--- src/rtl/mlp_pkg.sv ---
// Shared definitions for the MLP weight path: field widths, address layout,
// fetch sequencer state encoding and the skid-buffer beat format.
package mlp_pkg;

  localparam int LAYER_W    = 2;
  localparam int NEURON_W   = 4;
  localparam int INDEX_W    = 10;
  localparam int ADDR_W     = 16;
  localparam int DATA_W     = 8;

  // Bit offsets of the fields inside a weight memory address
  localparam int LAYER_LSB  = 14;
  localparam int NEURON_LSB = 10;

  typedef enum logic [1:0] {
    ST_IDLE  = 2'd0,
    ST_ISSUE = 2'd1,
    ST_DRAIN = 2'd2
  } fetch_state_e;

  // One weight travelling to the MAC together with its position in the fan-in
  typedef struct packed {
    logic [DATA_W-1:0]  weight;
    logic [INDEX_W-1:0] index;
    logic               last;
  } beat_t;

  localparam int BEAT_W = $bits(beat_t);

  // Assemble {layer, neuron, index}; the index field is exactly INDEX_W bits
  // wide so it can never carry into the neuron field.
  function automatic logic [ADDR_W-1:0] make_addr(
    input logic [LAYER_W-1:0]  layer_f,
    input logic [NEURON_W-1:0] neuron_f,
    input logic [INDEX_W-1:0]  index_f
  );
    return {layer_f, neuron_f, index_f};
  endfunction

endpackage

--- src/rtl/weight_skid_fifo.sv ---
// Small circular skid buffer holding weight beats between the memory read
// port and the MAC handshake. Push while full is accepted only when a pop
// happens in the same cycle; push and pop together leave the count unchanged.
module weight_skid_fifo #(
  parameter int DEPTH = 2,
  parameter int WIDTH = 19,
  localparam int PTR_W = (DEPTH > 1) ? $clog2(DEPTH) : 1,
  localparam int CNT_W = $clog2(DEPTH + 1)
) (
  input  logic             clk,
  input  logic             reset,
  input  logic             push_i,
  input  logic [WIDTH-1:0] push_data_i,
  input  logic             pop_i,
  output logic [WIDTH-1:0] head_o,
  output logic [CNT_W-1:0] count_o,
  output logic             empty_o,
  output logic             full_o
);

  logic [WIDTH-1:0] mem_q [DEPTH];
  logic [PTR_W-1:0] rd_ptr_q;
  logic [PTR_W-1:0] wr_ptr_q;
  logic [CNT_W-1:0] count_q;
  logic [CNT_W-1:0] count_d;
  logic             do_push_s;
  logic             do_pop_s;

  function automatic logic [PTR_W-1:0] ptr_inc(input logic [PTR_W-1:0] p);
    if (p == PTR_W'(DEPTH - 1)) begin
      return '0;
    end else begin
      return p + PTR_W'(1);
    end
  endfunction

  assign empty_o = (count_q == CNT_W'(0));
  assign full_o  = (count_q == CNT_W'(DEPTH));
  assign count_o = count_q;
  assign head_o  = mem_q[rd_ptr_q];

  // Qualify requests against occupancy and work out the next count
  always_comb begin
    do_pop_s  = pop_i & ~empty_o;
    do_push_s = push_i & (~full_o | do_pop_s);
    case ({do_push_s, do_pop_s})
      2'b10:   count_d = count_q + CNT_W'(1);
      2'b01:   count_d = count_q - CNT_W'(1);
      default: count_d = count_q;
    endcase
  end

  // Storage, pointers and occupancy
  always_ff @(posedge clk) begin
    if (!reset) begin
      for (int i = 0; i < DEPTH; i++) begin
        mem_q[i] <= '0;
      end
      rd_ptr_q <= '0;
      wr_ptr_q <= '0;
      count_q  <= '0;
    end else begin
      if (do_push_s) begin
        mem_q[wr_ptr_q] <= push_data_i;
        wr_ptr_q        <= ptr_inc(wr_ptr_q);
      end
      if (do_pop_s) begin
        rd_ptr_q <= ptr_inc(rd_ptr_q);
      end
      count_q <= count_d;
    end
  end

endmodule

--- src/rtl/weight_fetch.sv ---
// Weight memory read sequencer: walks the fan-in addresses of one neuron,
// absorbs the one-cycle memory latency and streams signed weights to the MAC
// through a valid/ready skid buffer.
module weight_fetch
  import mlp_pkg::*;
#(
  parameter int FIFO_DEPTH = 2
) (
  input  logic                clk,
  input  logic                reset,
  input  logic                start,
  input  logic [LAYER_W-1:0]  layer,
  input  logic [NEURON_W-1:0] neuron,
  input  logic [INDEX_W:0]    num_inputs,
  output logic [ADDR_W-1:0]   mem_addr,
  input  logic [DATA_W-1:0]   mem_rdata,
  output logic                out_valid,
  input  logic                out_ready,
  output logic [DATA_W-1:0]   out_weight,
  output logic [INDEX_W-1:0]  out_index,
  output logic                out_last,
  output logic                busy,
  output logic                done
);

  localparam int CNT_W = $clog2(FIFO_DEPTH + 1);
  localparam logic [INDEX_W:0] CNT_ONE = {{INDEX_W{1'b0}}, 1'b1};

  fetch_state_e        state_q;
  logic [LAYER_W-1:0]  layer_q;
  logic [NEURON_W-1:0] neuron_q;
  logic [INDEX_W:0]    num_q;
  logic [INDEX_W:0]    idx_q;        // next index to issue
  logic [ADDR_W-1:0]   mem_addr_q;
  logic                addr_new_q;   // mem_addr changed at the last edge
  logic                addr_last_q;  // mem_addr holds the final index
  logic                rd_valid_q;   // mem_rdata holds a weight not yet captured
  logic                rd_valid_d;
  logic [INDEX_W-1:0]  rd_idx_q;
  logic                rd_last_q;
  logic                busy_q;
  logic                done_q;

  beat_t               push_beat_s;
  beat_t               head_beat_s;
  logic [BEAT_W-1:0]   head_raw_s;
  logic [CNT_W-1:0]    fifo_count_s;
  logic                fifo_empty_s;
  logic                fifo_full_s;
  logic                pop_s;
  logic                push_s;
  logic                credit_ok_s;
  logic                issue_last_s;

  weight_skid_fifo #(
    .DEPTH (FIFO_DEPTH),
    .WIDTH (BEAT_W)
  ) u_skid (
    .clk         (clk),
    .reset       (reset),
    .push_i      (push_s),
    .push_data_i (push_beat_s),
    .pop_i       (pop_s),
    .head_o      (head_raw_s),
    .count_o     (fifo_count_s),
    .empty_o     (fifo_empty_s),
    .full_o      (fifo_full_s)
  );

  // Handshake, capture and issue-credit decisions for this cycle.
  // A landed weight that finds the buffer full stays pending: the credit
  // rule guarantees no new address was issued meanwhile, so mem_addr is held
  // and the memory keeps returning that same weight until there is room.
  always_comb begin
    head_beat_s        = beat_t'(head_raw_s);
    pop_s              = ~fifo_empty_s & out_ready;
    push_s             = rd_valid_q & (~fifo_full_s | pop_s);
    rd_valid_d         = addr_new_q | (rd_valid_q & ~push_s);
    credit_ok_s        = (int'(fifo_count_s) + int'(rd_valid_q)) < (FIFO_DEPTH + int'(pop_s));
    issue_last_s       = (idx_q == (num_q - CNT_ONE));
    push_beat_s.weight = mem_rdata;
    push_beat_s.index  = rd_idx_q;
    push_beat_s.last   = rd_last_q;
  end

  assign mem_addr   = mem_addr_q;
  assign out_valid  = ~fifo_empty_s;
  assign out_weight = head_beat_s.weight;
  assign out_index  = head_beat_s.index;
  assign out_last   = head_beat_s.last;
  assign busy       = busy_q;
  assign done       = done_q;

  // Sequencer FSM with address issue and read-latency tracking
  always_ff @(posedge clk) begin
    if (!reset) begin
      state_q     <= ST_IDLE;
      layer_q     <= '0;
      neuron_q    <= '0;
      num_q       <= '0;
      idx_q       <= '0;
      mem_addr_q  <= '0;
      addr_new_q  <= 1'b0;
      addr_last_q <= 1'b0;
      rd_valid_q  <= 1'b0;
      rd_idx_q    <= '0;
      rd_last_q   <= 1'b0;
      busy_q      <= 1'b0;
      done_q      <= 1'b0;
    end else begin
      done_q     <= 1'b0;
      addr_new_q <= 1'b0;
      rd_valid_q <= rd_valid_d;
      if (addr_new_q) begin
        rd_idx_q  <= mem_addr_q[INDEX_W-1:0];
        rd_last_q <= addr_last_q;
      end
      case (state_q)
        ST_IDLE: begin
          if (start) begin
            if (num_inputs != '0) begin
              // Index 0 goes out on the start edge so the first address is
              // presented in the very next cycle.
              layer_q     <= layer;
              neuron_q    <= neuron;
              num_q       <= num_inputs;
              idx_q       <= CNT_ONE;
              mem_addr_q  <= make_addr(layer, neuron, '0);
              addr_new_q  <= 1'b1;
              addr_last_q <= (num_inputs == CNT_ONE);
              busy_q      <= 1'b1;
              state_q     <= (num_inputs == CNT_ONE) ? ST_DRAIN : ST_ISSUE;
            end else begin
              done_q <= 1'b1;
            end
          end
        end
        ST_ISSUE: begin
          if (credit_ok_s) begin
            mem_addr_q  <= make_addr(layer_q, neuron_q, idx_q[INDEX_W-1:0]);
            addr_new_q  <= 1'b1;
            addr_last_q <= issue_last_s;
            idx_q       <= idx_q + CNT_ONE;
            if (issue_last_s) begin
              state_q <= ST_DRAIN;
            end
          end
        end
        ST_DRAIN: begin
          // The final beat is the only entry left once it is at the head
          if (pop_s && head_beat_s.last) begin
            done_q  <= 1'b1;
            busy_q  <= 1'b0;
            state_q <= ST_IDLE;
          end
        end
        default: begin
          busy_q  <= 1'b0;
          state_q <= ST_IDLE;
        end
      endcase
    end
  end

endmodule

--- config.mk ---
export PLATFORM = sky130hd
export DESIGN_NAME = weight_fetch
export DESIGN_NICKNAME = d
export VERILOG_FILES = /design/src/rtl/mlp_pkg.sv /design/src/rtl/weight_skid_fifo.sv /design/src/rtl/weight_fetch.sv
export SDC_FILE = /design/constraint.sdc
export NUM_CORES = 1
export LEC_CHECK = 0
export CORE_MARGIN = 2
export CORE_UTILIZATION = 49
export CTS_BUF_LIST = sky130_fd_sc_hd__clkbuf_16
export CTS_CLUSTER_SIZE = 12
export DETAILED_ROUTE_END_ITERATION = 12
export HOLD_SLACK_MARGIN = 0.12
export PLACE_DENSITY = 0.75
export REMOVE_ABC_BUFFERS = 1
export SLEW_MARGIN = 10
export SYNTH_ARGS = -nofsm -noshare
export SYNTH_HDL_FRONTEND = slang
export SYNTH_SLANG_ARGS = --single-unit
--- constraint.sdc ---
create_clock -name clk -period 3.2 [get_ports clk]
set_input_delay 0.96 -clock clk [delete_from_list [all_inputs] [get_ports clk]]
set_output_delay 0.96 -clock clk [all_outputs]
set_load 0.005 [all_outputs]
Word level (Yosys, flattened, before mapping)
Memories as Yosys holds them, arrays and structs flattened. A register that Yosys moved wholly into a read port is not among the register bits.
Cells that the tools add are included.
- add/sub/neg operators: 8
- multiply operators: 0
- div/mod/pow operators: 0
- order comparisons: 1
- eq/ne operators: 12
- shift operators: 0
- mux-type cells: 43
- bitwise operators: 12
- reduce and logical (&&, ||, !) cells: 11
- operator list (cell ; number):
    2-to-1 mux 16 bit ; 3
    2-to-1 mux 11 bit ; 3
    one-hot mux 16 bit (2 select lines) ; 1
    2-to-1 mux 1 bit ; 22
    one-hot mux 11 bit (2 select lines) ; 1
    2-to-1 mux 19 bit ; 1
    OR reduction 19 bit ; 1
    2-to-1 mux 2 bit ; 6
    adder 11 x 1 -> 11 bit (second input constant) ; 1
    equality test 11 x 1 -> 1 bit (second input constant) ; 1
    equality test 11 bit ; 1
    nonzero test 11 bit ; 1
    subtractor 11 x 1 -> 11 bit (second input constant) ; 1
    != test 2 bit (second input constant) ; 5
    AND reduction 4 bit ; 2
    equality test 2 bit (second input constant) ; 3
    one-hot mux 1 bit (2 select lines) ; 3
    one-hot mux 2 bit (3 select lines) ; 1
    AND 1 bit ; 5
    AND reduction 5 bit ; 1
    equality test 2 x 1 -> 1 bit (second input constant) ; 2
    logical NOT 2 bit ; 2
    inverter 1 bit ; 4
    one-hot mux 2 bit (2 select lines) ; 1
    other kinds (11) ; 15
- register bits after elaboration: 66
- bits in latches: 0
- memory bits (writable): 38
- bits in read-only memories: 0
- output and inout port bits: 38
- word-level logic and storage cells: 104
- memories: 1
- memories (memory ; depth ; bits a word ; rd ports ; clocked after memory_dff ; write ports ; line ; text):
    u_skid.mem_q ; 2 ; 19 ; 1 ; 1 ; 2 ; weight_skid_fifo.sv:21 ; logic [WIDTH-1:0] mem_q [DEPTH];

Depth between registers and ports, before layout
- word-level depth: 11
- mapped depth: 9
- gate-level depth less buffers: 8

By module
Synthesis repeated with hierarchy kept, for this count alone.
- cell total of the unflattened synthesis: 461
- area total of the unflattened synthesis: 4859.7 um^2
- by module, submodules not included (module ; instances ; cells an instance ; area an instance (um^2) ; sequential area each (um^2)):
    weight_fetch ; 1 ; 334 ; 2942.8 ; 1241.2
    weight_skid_fifo ; 1 ; 127 ; 1916.8 ; 1241.2

Worst setup path before layout
OpenSTA, ideal clock, no wires.
- kind: input-to-reg
- start: in out_ready
- end: mem u_skid.mem_q[0][0] (enable)
- setup time: 421 ps
- arrival time: 2672 ps
- slack: 106 ps
- stages on the path: 4
- cells stage by stage: nor3b_1 -> nor2b_1 -> inv_1 -> o21ai_0
- RTL lines (item ; line ; text):
    start, declared ; weight_fetch.sv:18 ; input logic out_ready,
    end, declared ; weight_skid_fifo.sv:21 ;

Worst setup path in the final report
- start: in out_ready
- end: reg mem_addr_q[11], in the netlist mem_addr[11]
- word-level cells in the longest chain between the ends: 5
- RTL lines (item ; line ; text):
    AND 1 bit ; weight_fetch.sv:76 ; pop_s = ~fifo_empty_s & out_ready;
    adder 2 x 1 -> 3 bit ; weight_fetch.sv:79 ; credit_ok_s = (int'(fifo_count_s) + int'(rd_valid_q)) < (FIFO_DEPTH + int'(pop_s));
    less-than comparator 3 bit ; weight_fetch.sv:79 ;
    != test 2 bit (no source line) ; n/a ;
    AND reduction 4 bit (no source line) ; n/a ;
    end signal, assigned ; weight_fetch.sv:128 ; mem_addr_q <= make_addr(layer, neuron, '0);
    end signal, assigned ; weight_fetch.sv:140 ; mem_addr_q <= make_addr(layer_q, neuron_q, idx_q[INDEX_W-1:0]);
    end, declared ; weight_fetch.sv:34 ; logic [ADDR_W-1:0] mem_addr_q;
Every way passes these cells.
A chain may end at the register's enable or synchronous reset.

==> results by group <==
Layout
  – Layout area overhead: 24.23%
  – Layout cells sized above 1: 10.53%
  – Fin nets: 561
  – Number of fillers in the final layout: 770
  – # diodes: 0
  – Post-route cell area: 0.005902 sq mm
  – Area occupied by multi-input gates: 0.002136 sq mm
  – Final Util: 63.27%
  – FF/Latch Area: 0.002482 sq mm

GRT
  – Vias in the first global route: 3,298
  – Pin count of the biggest net entering global routing: 31
  – GRT Residual Overflow: 0
  – First-pass GRT wire length: 15,200 um
  – GRT Total Usage: 18.45%
  – Initial antenna violation count: 0

Synthesis
  – Top_reg_cell synth: dfxtp_1
  – Ys async rst share: 0%
  – Seq/Total Area, Yosys: 52.25%
  – Flops & latches, synth: 105
  – Post-synthesis instance total: 465
  – Mapped cell area: 0.004751 sq mm
  – Warnings, synthesis: 0
  – Number of library cell types mapped by synthesis: 53
  – Syn Area/Cell: 10.22 sq um
  – Post-synth EDFFs: 38

Die
  – Die Y: 102.5 um
  – Num ports: 67
  – Die area: 0.01050 sq mm
  – Starting Density: 50.93%
  – Width of the die: 102.5 um
  – Core ar.: 0.009328 sq mm
  – Placement Rows: 35

Route
  – Pre-Repair DR Iteration Count: 4
  – WL/cell: 13.98 um
  – Number of remaining DRC errors: 0
  – Vias/cell: 5.248
  – Iter 0 DRT Violations: 145
  – Via count: 3,469
  – Routed Antenna Nets: 0
  – Final wirelength: 9244 um

Critical path
  – CP arrival: 3.07 ns
  – Crit path kind: in2reg
  – Slowest cell delay on critical path: 0.60 ns
  – WP data required: 3.45 ns
  – CP endpoint kind: flop
  – Startpoint types: input port
  – CP max FO: 18
  – CP max-delay cell: o31ai_4
  – Critical-path cell list: clkdlybuf4s50_1 -> o21ai_0 -> o21a_1 -> o31ai_4 -> buf_4 -> nor2_1 -> a311oi_1

Placed design
  – IO Port Bufs: 66
  – GP Congestion: 0.8889
  – DPL Wire Length: 6491 um
  – Area after DPL: 0.005580 sq mm

STA
  – Final setup fails: 0
  – Rel. slew slack: 52.28%
  – Slew @ Worst Pin: 0.7158 ns
  – Final Hold Viols: 0
  – RSZ-0062 raised after global routing: false
  – Final Skew: 0.009123 ns
  – Post-route clock period utilization: 88.31%
  – Final slew viol count: 0
  – FMAX: 353.9 MHz
  – Period minus WS final: 2.826 ns

Pwr
  – Leakage: 0.002213 uW
  – Peak supply drop: 0.0003225 V
  – Pwr Total: 3185 uW
  – P per Cell Area: 539.7 mW/mm^2

Clock tree
  – Clock Sinks: 105
  – CTS tree: built
  – Total CTS buffers: 9
  – Setup bufs post-CTS: 0
  – Post-cts sizing count: 0
  – Clk buf depth: 2
  – Clock root buffer: clkbuf_16
  – Worst-Skew Late Latency: 0.34 ns
  – Clock H-tree levels: 3
  – Hold buffer count at CTS: 0
  – Clock-pin slew on the worst setup and hold paths: 0.07 ns

Hold path
  – Worst Hold Class: reg2reg

Run
  – Max cap viols: 0

Run status
  – Status: finished, final reports clean
critical path: cells and delay by family:
kind,cells,cell delay (ns)
AO/OA/AOI/OAI,4,1.27
buffers and inverters,2,0.78
AND/OR/NAND/NOR,1,0.06
cells in the mapped netlist, drive strengths merged (7+ instances only):
cell / instances / area, sq um
clkbuf: 18 / 67.56
edfxtp: 38 / 1141
nor2b: 18 / 112.6
nor3: 7 / 35.03
nand2: 50 / 187.7
mux2i: 19 / 190.2
xnor2: 13 / 113.9
a21boi: 10 / 75.07
nor2: 36 / 135.1
mux2: 19 / 214.0
inv: 8 / 30.03
nand3: 14 / 70.07
xor2: 10 / 87.58
o21ai: 7 / 35.03
a21oi: 17 / 85.08
dfxtp: 67 / 1341
buf: 10 / 52.55
and2: 39 / 244.0
registers in the layout (all words and copies together) (netlist names), named ones only:
register         flops
u_skid.wr_ptr_q      1
neuron_q             4
u_skid.mem_q        38
busy                 1
layer_q              2
idx_q               11
u_skid.count_o       2
done                 1
rd_last_q            1
rd_valid_q           1
rd_idx_q            10
state_q              2
addr_new_q           1
num_q               11
mem_addr            16
addr_last_q          1
u_skid.rd_ptr_q      1
through the flow:
stage	hold slack, ns	TNS, ns	instances	worst slack, ns
2_1_floorplan	0.4545	-6.117	437	-0.4021
3_3_place_gp	0.4603	0	645	0.1082
3_5_place_dp	0.4694	0	645	0.01791
4_1_cts	0.4779	0	661	0.3786
5_1_grt	0.4943	0	661	0.1631
6_report	0.4746	0	661	0.3740
kinds of logic after synthesis:
group,count (synthesis),share of synthesized area [%]
compound gates,65,9.560
xor+xnor,23,4.240
fa+ha+maj,5,1.317
buf+inv,36,3.160
flops,105,52.25
mux,38,8.507
simple gates,193,20.96
report_power, final:
part           leakage (uW)  switching (uW)  internal [uW]
Combinational       0.00111             232            291
Sequential         0.000942            54.4           1450
Clock              0.000158             495            663
Total               0.00221             781           2400
final cells by class:
type                            instances  area share [%]
Clock buffer                           10           4.240
Clock inverter                          6           1.208
Inverter                                8          0.5088
Multi-Input combinational cell        324           36.19
Sequential cell                       105           42.06
Tap cell                              129           2.735
Timing Repair Buffer                   79           13.06
metal layers:
layer / global-route usage, % / routed length [um] / part of all wire (%) / vias to the layer above
met1: 22.14 / 4118 / 45 / 1624
li1: - / - / - / 1752
met2: 33.03 / 4512 / 49 / 82
met5: 0 / 0 / 0 / -
met3: 3.146 / 497 / 5.4 / 11
met4: 6.872 / 116 / 1.3 / 0
layout by cell type, fill, tap and decap left out, drive strengths merged, types with 3 or more instances in the layout:
| cell | Yosys | routed |
|---|---|---|
| mux2i | 19 | 19 |
| ha | 5 | 5 |
| edfxtp | 38 | 38 |
| or3b | 3 | 3 |
| o21a | 3 | 3 |
| inv | 8 | 10 |
| xnor2 | 13 | 13 |
| mux2 | 19 | 19 |
| o21ai | 7 | 7 |
| a311oi | 6 | 6 |
| and2 | 39 | 39 |
| nor4 | 4 | 4 |
| nand2b | 3 | 3 |
| xor2 | 10 | 10 |
| clkbuf | 18 | 10 |
| clkinv | 0 | 3 |
| nor2b | 18 | 18 |
| nor3b | 3 | 3 |
| nand2 | 50 | 50 |
| nand3 | 14 | 14 |
| o211ai | 4 | 4 |
| a21boi | 10 | 10 |
| nor3 | 7 | 7 |
| a21oi | 17 | 17 |
| buf | 10 | 13 |
| nand4 | 4 | 4 |
| dfxtp | 67 | 67 |
| clkdlybuf4s50 | 0 | 66 |
| nor2 | 36 | 36 |
worst paths after layout:
path | start | cells after the start | to | slack, ns
setup reg to reg | num_q[0]$_SDFFE_PN0P_ | 6 | state_q[1]$_SDFFE_PN0P_ | 0.82
setup / recovery | out_ready | 7 | mem_addr[11]$_SDFFE_PN0P_ | 0.37
hold reg to reg | neuron_q[3]$_SDFFE_PN0P_ | 2 | mem_addr[13]$_SDFFE_PN0P_ | 0.47
hold / removal | neuron_q[3]$_SDFFE_PN0P_ | 2 | mem_addr[13]$_SDFFE_PN0P_ | 0.47
Note: power is estimated with default switching activity, not from simulation.
